**config.mk**
```make
export PLATFORM = sky130hd
export DESIGN_NAME = mem_arbiter
export DESIGN_NICKNAME = d
export VERILOG_FILES = /design/src/rtl/mem_arbiter.sv
export SDC_FILE = /design/constraint.sdc
export NUM_CORES = 1
export LEC_CHECK = 0
export ABC_AREA = 1
export ABC_CLOCK_PERIOD_IN_PS = 4200
export CAP_MARGIN = 20
export CORE_ASPECT_RATIO = 1.5
export CORE_MARGIN = 4
export CORE_UTILIZATION = 46
export CTS_CLUSTER_SIZE = 25
export DETAILED_ROUTE_END_ITERATION = 6
export PLACE_DENSITY = 0.87
export SLEW_MARGIN = 15
export SYNTH_ARGS = -nofsm -noshare
export SYNTH_HDL_FRONTEND = slang
export SYNTH_SLANG_ARGS = --single-unit
```
**constraint.sdc**
```tcl
create_clock -name clk -period 4.2 [get_ports clk]
set_input_delay 0.84 -clock clk [delete_from_list [all_inputs] [get_ports clk]]
set_output_delay 0.84 -clock clk [all_outputs]
set_load 0.005 [all_outputs]
```
**src/rtl/mem_arbiter.sv**
```systemverilog
// mem_arbiter: shares one SimpleBus memory port between the instruction
// fetch unit (read-only) and the load/store unit. One transaction is in
// flight at a time. Ties are settled either round-robin or with the LSU
// taking priority. A response timeout aborts the access and reports a bus
// error to the owner.
//
// Ports:
//   clk, rst                      clock (rising edge), async active-low reset
//   ifu_req_valid/ifu_raddr       fetch request in
//   ifu_req_ready                 fetch accepted this cycle (combinational)
//   ifu_resp_valid/ifu_rdata      fetch response, one-cycle pulse + held data
//   lsu_req_valid/wen/addr/wdata/wmask   load/store request in
//   lsu_req_ready                 LSU accepted this cycle (combinational)
//   lsu_resp_valid/lsu_rdata      load data / store ack, one-cycle pulse
//   mem_valid/wen/addr/wdata/wmask       request to memory (registered)
//   mem_ready, mem_rvalid, mem_rdata     memory handshake and read data
//   bus_err                       timeout pulse, coincident with resp_valid
module mem_arbiter #(
    parameter int unsigned ARB_MODE       = 0,
    parameter int unsigned TIMEOUT_CYCLES = 255,
    parameter int unsigned CNT_W          = 8
) (
    input  logic        clk,
    input  logic        rst,
    input  logic        ifu_req_valid,
    input  logic [31:0] ifu_raddr,
    output logic        ifu_req_ready,
    output logic        ifu_resp_valid,
    output logic [31:0] ifu_rdata,
    input  logic        lsu_req_valid,
    input  logic        lsu_wen,
    input  logic [31:0] lsu_addr,
    input  logic [31:0] lsu_wdata,
    input  logic [3:0]  lsu_wmask,
    output logic        lsu_req_ready,
    output logic        lsu_resp_valid,
    output logic [31:0] lsu_rdata,
    output logic        mem_valid,
    output logic        mem_wen,
    output logic [31:0] mem_addr,
    output logic [31:0] mem_wdata,
    output logic [3:0]  mem_wmask,
    input  logic        mem_ready,
    input  logic        mem_rvalid,
    input  logic [31:0] mem_rdata,
    output logic        bus_err
);

    typedef enum logic [1:0] {
        IDLE,
        REQ,
        RESP
    } state_t;

    localparam logic [CNT_W-1:0] TO_VAL = CNT_W'(TIMEOUT_CYCLES);

    state_t           state;
    logic             last_lsu;   // 1: LSU was granted most recently
    logic             owner_lsu;  // owner of the in-flight access
    logic [CNT_W-1:0] cnt;
    logic             timeout_hit;
    logic             pick_ifu;
    logic             pick_lsu;

    assign timeout_hit = (TIMEOUT_CYCLES != 0) && (cnt == TO_VAL);

    // Grant decision; only acted upon while IDLE.
    always_comb begin
        pick_ifu = 1'b0;
        pick_lsu = 1'b0;
        if (ifu_req_valid && lsu_req_valid) begin
            if (ARB_MODE != 0) begin
                pick_lsu = 1'b1;
            end else if (last_lsu) begin
                pick_ifu = 1'b1;
            end else begin
                pick_lsu = 1'b1;
            end
        end else begin
            pick_ifu = ifu_req_valid;
            pick_lsu = lsu_req_valid;
        end
    end

    // Gated with rst so that every output reads 0 while reset is held.
    assign ifu_req_ready = rst && (state == IDLE) && pick_ifu;
    assign lsu_req_ready = rst && (state == IDLE) && pick_lsu;

    always_ff @(posedge clk or negedge rst) begin
        if (!rst) begin
            state          <= IDLE;
            last_lsu       <= 1'b1;
            owner_lsu      <= 1'b0;
            cnt            <= '0;
            mem_valid      <= 1'b0;
            mem_wen        <= 1'b0;
            mem_addr       <= '0;
            mem_wdata      <= '0;
            mem_wmask      <= '0;
            ifu_resp_valid <= 1'b0;
            ifu_rdata      <= '0;
            lsu_resp_valid <= 1'b0;
            lsu_rdata      <= '0;
            bus_err        <= 1'b0;
        end else begin
            ifu_resp_valid <= 1'b0;
            lsu_resp_valid <= 1'b0;
            bus_err        <= 1'b0;
            case (state)
                IDLE: begin
                    if (pick_ifu) begin
                        owner_lsu <= 1'b0;
                        last_lsu  <= 1'b0;
                        mem_addr  <= ifu_raddr;
                        mem_wen   <= 1'b0;
                        mem_wdata <= '0;
                        mem_wmask <= '0;
                        mem_valid <= 1'b1;
                        cnt       <= '0;
                        state     <= REQ;
                    end else if (pick_lsu) begin
                        owner_lsu <= 1'b1;
                        last_lsu  <= 1'b1;
                        mem_addr  <= lsu_addr;
                        mem_wen   <= lsu_wen;
                        mem_wdata <= lsu_wdata;
                        mem_wmask <= lsu_wmask;
                        mem_valid <= 1'b1;
                        cnt       <= '0;
                        state     <= REQ;
                    end
                end
                REQ: begin
                    if (timeout_hit) begin
                        mem_valid <= 1'b0;
                        bus_err   <= 1'b1;
                        state     <= IDLE;
                        if (owner_lsu) begin
                            lsu_resp_valid <= 1'b1;
                            lsu_rdata      <= '0;
                        end else begin
                            ifu_resp_valid <= 1'b1;
                            ifu_rdata      <= '0;
                        end
                    end else begin
                        cnt <= cnt + 1'b1;
                        if (mem_ready) begin
                            mem_valid <= 1'b0;
                            state     <= RESP;
                        end
                    end
                end
                RESP: begin
                    // A response landing on the timeout cycle still counts
                    // as a normal completion.
                    if (mem_rvalid) begin
                        state <= IDLE;
                        if (owner_lsu) begin
                            lsu_resp_valid <= 1'b1;
                            lsu_rdata      <= mem_rdata;
                        end else begin
                            ifu_resp_valid <= 1'b1;
                            ifu_rdata      <= mem_rdata;
                        end
                    end else if (timeout_hit) begin
                        bus_err <= 1'b1;
                        state   <= IDLE;
                        if (owner_lsu) begin
                            lsu_resp_valid <= 1'b1;
                            lsu_rdata      <= '0;
                        end else begin
                            ifu_resp_valid <= 1'b1;
                            ifu_rdata      <= '0;
                        end
                    end else begin
                        cnt <= cnt + 1'b1;
                    end
                end
                default: begin
                    state <= IDLE;
                end
            endcase
        end
    end

endmodule

```
==> summary.md <==
| Metric | Value |
|---|---|
| Status | `completed` |
| Flops & latches, synth | `roughly 150` |
| Overflow after GRT | `0` |
| Antenna Violating Nets Remaining | `0` |
| Slew at the pin closest to its max-slew limit | `between 700 and 800 ps` |
| CORE AREA | `around 14000 um^2` |
| Vias per Instance | `between 5 and 6` |
| Unique masters post-synth | `30` |
| Yosys warning total | `0` |
| Overall power | `between 7 and 8 mW` |
| Cts repair resizes | `0` |
| Row Count | `52` |
| Final period util | `0.754` |
| Place WS | `between 1000 and 1500 ps` |
| Pwr/cell area | `726 nW/um^2` |
| Most frequent cells in the layout | `276 x clkdlybuf4s50_1, 252 x nand2_1, 148 x dfrtp_1, 86 x o21ai_1` |
| Int Pwr | `between 4 and 5 mW` |
| Hold Violations, Final | `0` |
| Tmin final | `about 3200 ps` |
| VDD IR max | `0.802 mV` |
| Net Sw Power | `2.54 mW` |
| Routability cong. | `about 0.83` |
| Area leader, netlist | `dfrtp_1` |
| Post-DP Area | `around 9200 um^2` |
| Design Area, Final | `approximately 9700 um^2` |
| Post-route DRC | `0` |
| Postcts setup bufs | `0` |
| Vias | `6000` |
| CP Data Required Time | `between 3000 and 4000 ps` |
| Io pins | `278` |
| Fmax | `around 320 MHz` |
| Final Max Slew Viols | `0` |
| Final WL | `slightly below 20 mm` |
| Number of clock sinks | `~150` |
| Critical path capture point type | `output pin` |
| # hold bufs at CTS | `0` |
| DRT Pass-1 Iters | `4` |
| Synth Instances | `718` |
| Worst-Skew Late Latency | `~420 ps` |
| Fill count | `roughly 1k` |
| Min Hold Slack | `283 ps` |
| Combinational power share | `0.446` |
| Nets@finish | `1126` |
| Setup CP Type | `in -> out` |
| TritonCTS Buffers | `17` |
| Die width | `slightly above 100 um` |
| DR WL/cell | `16.9 um` |
| CTS tree | `yes` |
| Worst-path clk slew | `70 ps` |
| Total Routing Usage GR | `0.245` |
| CP Launch Type | `primary input` |
| Yosys top cell area share | `0.584` |
| Syn nets | `roughly 860` |
| Syn avg cell area | `~8.8 um^2` |
| Seq pwr share | `0.353` |
| Setup Skew | `between 15 and 20 ps` |
| Final Util | `0.720` |
| Worst Hold Class | `in -> async` |
| Clock Power Share | `0.201` |
| Die height | `between 150 and 200 um` |
| Setup TNS | `0 ps` |
| Most common cell after layout, fill and taps aside | `clkdlybuf4s50_1` |
| Root Driver | `clkbuf_16` |
| Met1 WL | `approximately 7.4 mm` |
| Max-Cap Viols | `0` |
| Area delta synth->final | `53.6%` |
| CP Data Arrival Time | `between 2000 and 2500 ps` |
| Final setup viols | `0` |
| Final HPWL DP | `about 14 mm` |
| Initial core utilization | `0.468` |
| Iter 0 DRT Violations | `between 200 and 300` |
| CP Max Fanout | `3` |
| Clock buffer depth | `2` |
| Largest net degree at the start of global routing | `82` |
| Vias in the first global route | `6107` |
| Leading post-synthesis cells by cell area | `dfrtp_1 58%, nand2_1 15%, o21ai_1 6.8%` |
| Setup WS post-layout | `1030 ps` |
| Max layer used | `met4` |
| First-pass GRT wire length | `slightly above 30 mm` |
| Metal2 WL | `10.4 mm` |
| Initial antenna violation count | `0` |
| Leak | `4.45 nW` |
| Share of layout cells above drive strength 1 | `0.0673` |
| Antenna diode count | `0` |
| RSZ-0062 raised after global routing | `no` |
| Post-synthesis sequential area ratio | `0.588` |
| Count of input and output buffers | `~280` |
| Synthesized cell area | `between 6000 and 7000 um^2` |
| Placed instance count | `about 1.1k` |
| Layout Cells excl Fill | `~1.2k` |
| Ys flop type | `dfrtp_1` |
| Fraction of registers with async set/reset | `1.00` |
| Sw Share | `0.359` |
| Post-synth EDFFs | `0` |
| CTS H-tree lvls | `4` |
| Relative slew margins | `0.497` |
| Met3 wire len | `approximately 1.2 mm` |
| Die area | `between 15000 and 20000 um^2` |
-- critical path, cell delays in order --
cell and delay, ps:
clkdlybuf4s50_1 560, inv_2 60, o21ai_4 140, nand2_1 120
nor2_1 100, clkdlybuf4s50_1 500
-- worst paths after layout --
path	start	depth (start not counted)	slack [ps]	to
min in group clk	ifu_rdata[29]	2	480	ifu_rdata[29]
hold / removal	rst	1	280	lsu_rdata[30]
setup reg to reg	state[0]	6	2110	lsu_rdata[0]
hold reg to reg	ifu_rdata[29]	2	480	ifu_rdata[29]
max in group asynchronous	rst	3	2980	mem_wdata[24]
setup / recovery	lsu_req_valid	6	1030	lsu_req_ready
-- routing by layer --
metal | vias up | GRT usage
met2 | 240 | 0.440
met5 | - | 0
met3 | 36 | 0.0708
li1 | 2844 | -
met4 | 0 | 0.0958
met1 | 2880 | 0.276
-- final cells by class --
type / instances / area, um^2 / share of cell area
clock buffers: 18 / 439 / 0.0451
repair buffers: 283 / 2840 / 0.292
clock inverters: 14 / 121 / 0.0125
multi-input cells: 506 / 2310 / 0.237
flip-flops and latches: 149 / 3730 / 0.383
well taps: 162 / 203 / 0.0208
inverters: 25 / 96.3 / 0.00989
-- power groups by stage --
stage          Clock [mW]  Sequential (mW)  Combinational, mW
2_1_floorplan           0             2.52               1.29
3_3_place_gp            0             2.47               3.10
3_5_place_dp            0             2.50               3.17
4_1_cts              1.45             2.49               3.19
5_1_grt              1.52             2.58               3.46
6_report             1.42             2.49               3.15
-- registers in the layout, indices dropped and copies added, names as in the netlist, 2 cells and up --
register and cells:
mem_wmask 4, ifu_rdata 32, mem_addr 32, state 2, lsu_rdata 32, mem_wdata 32
cnt 8
-- cell usage after synthesis (2+ instances only) --
master	instances
o21ai_2	2
nand2_4	3
nand2_2	4
inv_1	18
dfrtp_1	148
o21bai_1	2
clkbuf_2	3
clkbuf_1	13
o21ai_0	41
nand4_1	2
ha_1	5
inv_2	6
nand2_1	252
buf_6	7
buf_2	15
nand3_1	47
nor2_4	4
o21ai_1	86
nor2_1	47
nor2_2	3
-- cell families after synthesis --
| family | after synthesis | synth area share |
|---|---|---|
| xor gates and xnor gates | 1 | 0.00138 |
| adders and majority gates | 5 | 0.00987 |
| and+or+nand+nor | 366 | 0.240 |
| buffers and inverters | 63 | 0.0495 |
| AOI/OAI and AO/OA | 134 | 0.111 |
| DFF | 149 | 0.588 |
(Power assumes the default switching activity.)
